--- src/rtl/led_serial_tx.sv ---
// led_serial_tx: serialises a parallel LED pattern into an external chain of
// serial-in/parallel-out shift registers, then pulses the chain's latch.
// The pattern is shifted LSB first, so data[0] ends up at the far end (LED 0).
//
// Ports:
//   clk      system clock, rising edge
//   rst      asynchronous active-high reset; aborts any frame in progress
//   start    request to send; only looked at while idle
//   data     LED pattern, captured on the edge that accepts start
//   busy     high while a frame is in progress
//   done     one-cycle pulse at frame completion
//   led_clk  shift clock to the chain (chain samples on its rising edge)
//   led_dat  serial data to the chain
//   led_lat  latch strobe, high for CLK_DIV cycles after the last bit
module led_serial_tx #(
    parameter int unsigned WIDTH   = 16,
    parameter int unsigned CLK_DIV = 4
) (
    input  logic             clk,
    input  logic             rst,
    input  logic             start,
    input  logic [WIDTH-1:0] data,
    output logic             busy,
    output logic             done,
    output logic             led_clk,
    output logic             led_dat,
    output logic             led_lat
);

    localparam int unsigned BW = $clog2(WIDTH + 1);
    localparam int unsigned DW = (CLK_DIV > 1) ? $clog2(CLK_DIV) : 1;

    localparam logic [BW-1:0] LAST_BIT = BW'(WIDTH - 1);
    localparam logic [DW-1:0] DIV_END  = DW'(CLK_DIV - 1);

    localparam logic [2:0] IDLE     = 3'd0;
    localparam logic [2:0] SHIFT_LO = 3'd1;
    localparam logic [2:0] SHIFT_HI = 3'd2;
    localparam logic [2:0] LATCH    = 3'd3;
    localparam logic [2:0] DONE     = 3'd4;

    logic [2:0]       state_q, state_d;
    // sr holds the bits not yet presented on led_dat; bit 0 is the next one out.
    logic [WIDTH-1:0] sr_q, sr_d;
    logic [BW-1:0]    bit_q, bit_d;
    logic [DW-1:0]    div_q, div_d;
    logic             busy_q, busy_d;
    logic             done_q, done_d;
    logic             clk_q, clk_d;
    logic             dat_q, dat_d;
    logic             lat_q, lat_d;
    logic             div_tick;

    assign div_tick = (div_q == DIV_END);

    always_comb begin
        state_d = state_q;
        sr_d    = sr_q;
        bit_d   = bit_q;
        div_d   = div_q;
        busy_d  = busy_q;
        done_d  = 1'b0;
        clk_d   = clk_q;
        dat_d   = dat_q;
        lat_d   = lat_q;

        case (state_q)
            IDLE: begin
                if (start) begin
                    sr_d    = data >> 1;
                    dat_d   = data[0];
                    bit_d   = '0;
                    div_d   = '0;
                    busy_d  = 1'b1;
                    state_d = SHIFT_LO;
                end
            end
            SHIFT_LO: begin
                if (div_tick) begin
                    div_d   = '0;
                    clk_d   = 1'b1;
                    state_d = SHIFT_HI;
                end else begin
                    div_d = div_q + DW'(1);
                end
            end
            SHIFT_HI: begin
                if (div_tick) begin
                    div_d = '0;
                    clk_d = 1'b0;
                    bit_d = bit_q + BW'(1);
                    if (bit_q == LAST_BIT) begin
                        dat_d   = 1'b0;
                        lat_d   = 1'b1;
                        state_d = LATCH;
                    end else begin
                        // Next bit changes together with the falling led_clk.
                        dat_d   = sr_q[0];
                        sr_d    = sr_q >> 1;
                        state_d = SHIFT_LO;
                    end
                end else begin
                    div_d = div_q + DW'(1);
                end
            end
            LATCH: begin
                if (div_tick) begin
                    div_d   = '0;
                    lat_d   = 1'b0;
                    busy_d  = 1'b0;
                    done_d  = 1'b1;
                    state_d = DONE;
                end else begin
                    div_d = div_q + DW'(1);
                end
            end
            DONE: begin
                // start is deliberately ignored here, forcing an idle cycle between frames.
                state_d = IDLE;
            end
            default: begin
                state_d = IDLE;
                busy_d  = 1'b0;
                clk_d   = 1'b0;
                dat_d   = 1'b0;
                lat_d   = 1'b0;
            end
        endcase
    end

    always_ff @(posedge clk or posedge rst) begin
        if (rst) begin
            state_q <= IDLE;
            sr_q    <= '0;
            bit_q   <= '0;
            div_q   <= '0;
            busy_q  <= 1'b0;
            done_q  <= 1'b0;
            clk_q   <= 1'b0;
            dat_q   <= 1'b0;
            lat_q   <= 1'b0;
        end else begin
            state_q <= state_d;
            sr_q    <= sr_d;
            bit_q   <= bit_d;
            div_q   <= div_d;
            busy_q  <= busy_d;
            done_q  <= done_d;
            clk_q   <= clk_d;
            dat_q   <= dat_d;
            lat_q   <= lat_d;
        end
    end

    assign busy    = busy_q;
    assign done    = done_q;
    assign led_clk = clk_q;
    assign led_dat = dat_q;
    assign led_lat = lat_q;

endmodule

--- config.mk ---
export PLATFORM = sky130hd
export DESIGN_NAME = led_serial_tx
export DESIGN_NICKNAME = d
export VERILOG_FILES = /design/src/rtl/led_serial_tx.sv
export SDC_FILE = /design/constraint.sdc
export NUM_CORES = 1
export LEC_CHECK = 0
export ABC_AREA = 1
export BUFFER_PORTS_ARGS = -buffer_cell sky130_fd_sc_hd__buf_2
export CAP_MARGIN = 20
export CORE_MARGIN = 2
export CORE_UTILIZATION = 50
export CTS_CLUSTER_DIAMETER = 40
export CTS_CLUSTER_SIZE = 30
export DETAILED_ROUTE_END_ITERATION = 8
export PLACE_DENSITY = 0.72
export SYNTH_ARGS = -nofsm -noshare
export SYNTH_HDL_FRONTEND = slang
export SYNTH_SLANG_ARGS = --single-unit
--- constraint.sdc ---
create_clock -name clk -period 1.56 [get_ports clk]
set_clock_uncertainty 0.1 [all_clocks]
set_input_delay 0.078 -clock clk [delete_from_list [all_inputs] [get_ports clk]]
set_output_delay 0.078 -clock clk [all_outputs]
set_load 0.005 [all_outputs]
# After elaboration in Yosys (flattened, before gate mapping)
# Index checks and enable logic that the tools add are counted.
[word_totals]
ff_bits = 31
in_bits = 19
out_inout_bits = 5
wordCells = 73
[classes]
n_addsub = 2
n_eq_ne = 12
mux = 30
n_bitwise = 4
n_reduce_logical = 16
[ops]
columns = ["operator", "n"]
rows = [
  ["two-way mux 16 bit", 3],
  ["one-hot mux 16 bit (2 select lines)", 1],
  ["OR reduction 3 bit", 5],
  ["two-way mux 3 bit", 4],
  ["!= test 2 bit (second input constant)", 6],
  ["one-hot mux 1 bit (3 select lines)", 4],
  ["one-hot mux 3 bit (4 select lines)", 1],
  ["AND reduction 3 bit", 4],
  ["AND reduction 4 bit", 3],
  ["two-way mux 1 bit", 10],
  ["two-way mux 5 bit", 2],
  ["one-hot mux 5 bit (2 select lines)", 1],
  ["== test 3 x 2 -> 1 bit (second input constant)", 2],
  ["two-way mux 2 bit", 3],
  ["adder 5 x 1 -> 5 bit (second input constant)", 1],
  ["== test 5 x 4 -> 1 bit (second input constant)", 1],
  ["NOT 1 bit", 4],
  ["one-hot mux 2 bit (2 select lines)", 1],
  ["nonzero test 2 bit", 2],
  ["== test 3 x 1 -> 1 bit (second input constant)", 1],
  ["== test 3 bit (second input constant)", 1],
  ["logical NOT 3 bit", 1],
  ["adder 2 x 1 -> 2 bit (second input constant)", 1],
  ["== test 2 bit (second input constant)", 1],
  ["AND reduction 2 bit", 1],
]

# Logic depth before layout (Yosys ltp)
[depth]
depth_word = 4
ltp_mapped = 10
ltp_nobuf = 9

# Worst setup path after synthesis
# OpenSTA, ideal clock, no wires.
[synth_path]
path_kind = "reg-to-reg"
startpoint = "register bit_q[0]"
endpoint = "register sr_q[2]"
setup_time_ns = 0.116
arrival_time_ns = 1.438
required_ns = 1.344
path_slack_ns = -0.094
stages_incl_launch_ff = 11
path_buffers = 1
synth_period_minus_slack_ns = 1.654
cell_sequence = "dfrtp_1 -> ha_1 -> nand2_1 -> nor2_1 -> ha_1 -> inv_1 -> o21ai_2 -> nor2_8 -> buf_12 -> nand2_1 -> nand2_1"
[synth_via]
elab_chain_len = 3
[synth_rtl]
columns = ["element", "line_no", "rtl"]
rows = [
  ["from (decl)", "45", "logic [BW-1:0] bit_q, bit_d;"],
  ["from (signal assigned)", "145", "bit_q <= bit_d;"],
  ["== test 5 x 4 -> 1 bit", "92", "if (bit_q == LAST_BIT) begin"],
  ["!= test 2 bit (no source line)", "-", ""],
  ["AND reduction 4 bit (no source line)", "-", ""],
  ["to (signal assigned)", "144", "sr_q <= sr_d;"],
  ["to (decl)", "44", "logic [WIDTH-1:0] sr_q, sr_d;"],
]
# Every way passes these cells.
# A chain may end at the register's enable or synchronous reset.

# Worst setup path after layout
# Ends and elaborated chain as after synthesis.

==> reports/results.txt <==
WS Path Type: reg2reg
vias in the first global route: 1,433
share of the synthesized area in the top cell type: 0.440
CP Data Arrival Time: 1.77 ns
Detailed Routing Iterations Pass 1: 4
DIE HEIGHT: 62.4 um
initial DRC count: 77
WL final: 3800 um
terminus of the critical flop-to-flop path: sr_q[2]
Peak supply drop: 761 uV
die width: 62.4 um
synth top area cells: dfrtp_1 (44%), nand2_1 (24%), nand3_1 (3.2%)
first-pass GRT wire length: 6300 um
# rows: 21
gr ovfl total: 0
Worst setup SP type: flop
die area: 3900 sq um
register area share after synthesis: 0.440
number of distinct library cells after synthesis: 27
Post-Route Setup TNS: -0.940 ns
Final Hold Fails: 0
DRT antenna net count: 0
post-synth top area cell: dfrtp_1
deepest clock path buffer count: 2
Skew-Pair Late Insertion Delay: 0.33 ns
max-slew violations: 0
Core ar.: 3310 sq um
Tightest Pin Transition: 0.386 ns
Tot Pwr: 4.40 mW
hold endpoint: led_dat
Area Overhead vs Synth: 34.9%
power per cell area: 1910 nW/um^2
Post-Syn Nets: 241
Hold Crit Depth: 5
Cell Area, Synth: 1710 sq um
max_slew headroom: 0.743
initial antenna violation count: 0
CTS buffer count: 5
H-tree depth: 2
outcome: complete, but fails checks
gr usage total: 0.207
minimum clock period: 1.64 ns
port bufs: 23
number of remaining DRC errors: 0
Ys Warns: 0
routability cong.: 0.794
Clock transition at path regs: 0.09 ns
fillers: 279
largest net degree at the start of global routing: 31
clk sink count: 30
hold_sp: data[0]
WHS: 0.0207 ns
MaxCap Viol Count: 0
LEAKAGE: 1.23 nW
Worst Path Required: 1.69 ns
routed vias: 1,560
Setup violations, final: 16
crit path max fanout: 7
root buffer cell: clkbuf_4
Initial Util: 0.516
Synth Instances: 219
routed wire length per instance: 11.8 um
worst hold path type: in2reg
final worst path period share: 1.05
I/O pin total: 24
final setup margin: -0.0777 ns
failing checks: negative setup slack
RSZ-0062 raised after global routing: yes
CTS tree: done
f_max: 611 MHz
layout cells sized above 1: 0.321
reg2reg start: bit_q[0]
CP endpoint kind: flop
n_diodes: 0
layout net count: 298
R2R setup slack: -0.08 ns
syn_area_per_cell: 7.80 sq um
Detailed Place HPWL: 2340 um
Avg Vias per Cell: 4.83
Worst R2R Path Depth: 9
synthesized flop and latch total: 30
## worst max-delay path by stage
stage,start,slack [ns],end
final,bit_q[0],-0.08,sr_q[2]
after CTS,bit_q[1],-0.05,sr_q[1]
after global placement,bit_q[0],-0.04,sr_q[11]
after global routing,bit_q[0],-0.19,sr_q[3]
after detailed placement,bit_q[0],-0.09,sr_q[12]
after floorplan,bit_q[0],-0.06,sr_q[2]
## synthesized netlist by cell type
cell type and count:
nand2_2 8, nor2_8 2, nand4_1 1, buf_12 1, nand3_4 1, o31ai_1 1, nor2_1 13, nand3_2 1
mux2i_1 1, nor2_2 1, o21ai_1 2, nand2_4 2, buf_6 4, o21ai_2 1, nand3_1 11, nand2_1 111
inv_4 1, clkinv_4 1, inv_1 11, nand2_8 1, nor3b_2 1, dfrtp_1 30, xor2_1 1, nand3b_1 1
ha_1 3, o21ai_0 7, a21oi_1 1
## sequential cells by signal (all words and copies together), names as in the netlist
signal,count
led_lat,1
led_clk,1
led_dat,1
div_q,2
state_q,3
busy,1
done,1
sr_q,15
bit_q,5
## cells by family after synthesis
group / Yosys count / share of synthesized area
buffers and inverters: 18 / 0.0711
multiplexers: 1 / 0.00586
flip-flops: 30 / 0.440
AO/OA/AOI/OAI: 12 / 0.0388
XOR/XNOR: 1 / 0.00513
AND/OR/NAND/NOR: 154 / 0.418
adder cells (fa/ha/maj): 3 / 0.0220
## final cells by class
| class | instances | area, sq um | area share |
|---|---|---|---|
| inverter | 13 | 56.3 | 0.0244 |
| multi-input combinational | 172 | 913 | 0.397 |
| clock inverter | 3 | 40.0 | 0.0174 |
| tap | 46 | 57.6 | 0.0250 |
| sequential | 30 | 753 | 0.327 |
| clock buffer | 5 | 37.5 | 0.0163 |
| timing repair buffer | 54 | 445 | 0.193 |
## cells in the final DEF (no fill, tap or decap), types with 2 or more instances in the layout
cell type / instances
nand2_1: 98
nor2_8: 2
nand2_2: 20
nor2_2: 3
o21ai_1: 3
ha_2: 2
clkbuf_4: 5
nand2_4: 3
inv_1: 10
buf_12: 3
buf_4: 10
nor2_1: 11
dfrtp_2: 2
o21ai_2: 2
dlygate4sd3_1: 17
nand3_1: 11
o21ai_0: 4
dfrtp_1: 28
clkinv_2: 2
buf_2: 23
## routing by layer
layer  wire, um  GRT usage  share of wire
met1       1720      0.265           0.45
met2       1870      0.333           0.49
met3        154     0.0541          0.041
met4         51     0.0833          0.013
met5          0          0              0
## stage by stage
step	setup slack (ns)	area (sq um)	std cells	util
after floorplan	-0.0595	1720	219	-
after detailed placement	-0.0944	1940	294	0.585
after CTS	-0.0452	2200	320	0.665
after global placement	-0.0399	1940	294	0.585
after global routing	-0.185	2300	323	0.696
final	-0.0777	2300	323	0.696
## what timing repair did
action,4_1_cts,5_1_grt
hold buffers,17,0
cloned,0,2
endpoints found under the hold margin,46,0
gates resized for setup,4,20
setup buffers,1,1
setup endpoints to repair,18,23
pin swaps,4,9
## report_power, final
part,internal (mW),switching (mW)
registers,1.09,0.219
logic,1.03,1.44
clock network,0.332,0.285
## critical path, cell delays in order, from the launching register on
cell	delay, ns
dfrtp_1	0.39
ha_2	0.20
nand2_2	0.07
nor2_2	0.03
ha_2	0.18
a21oi_2	0.12
nand3_2	0.14
clkbuf_16	0.20
nand2_2	0.05
nand2_1	0.04
No activity file was read; power rests on OpenSTA's default activity.
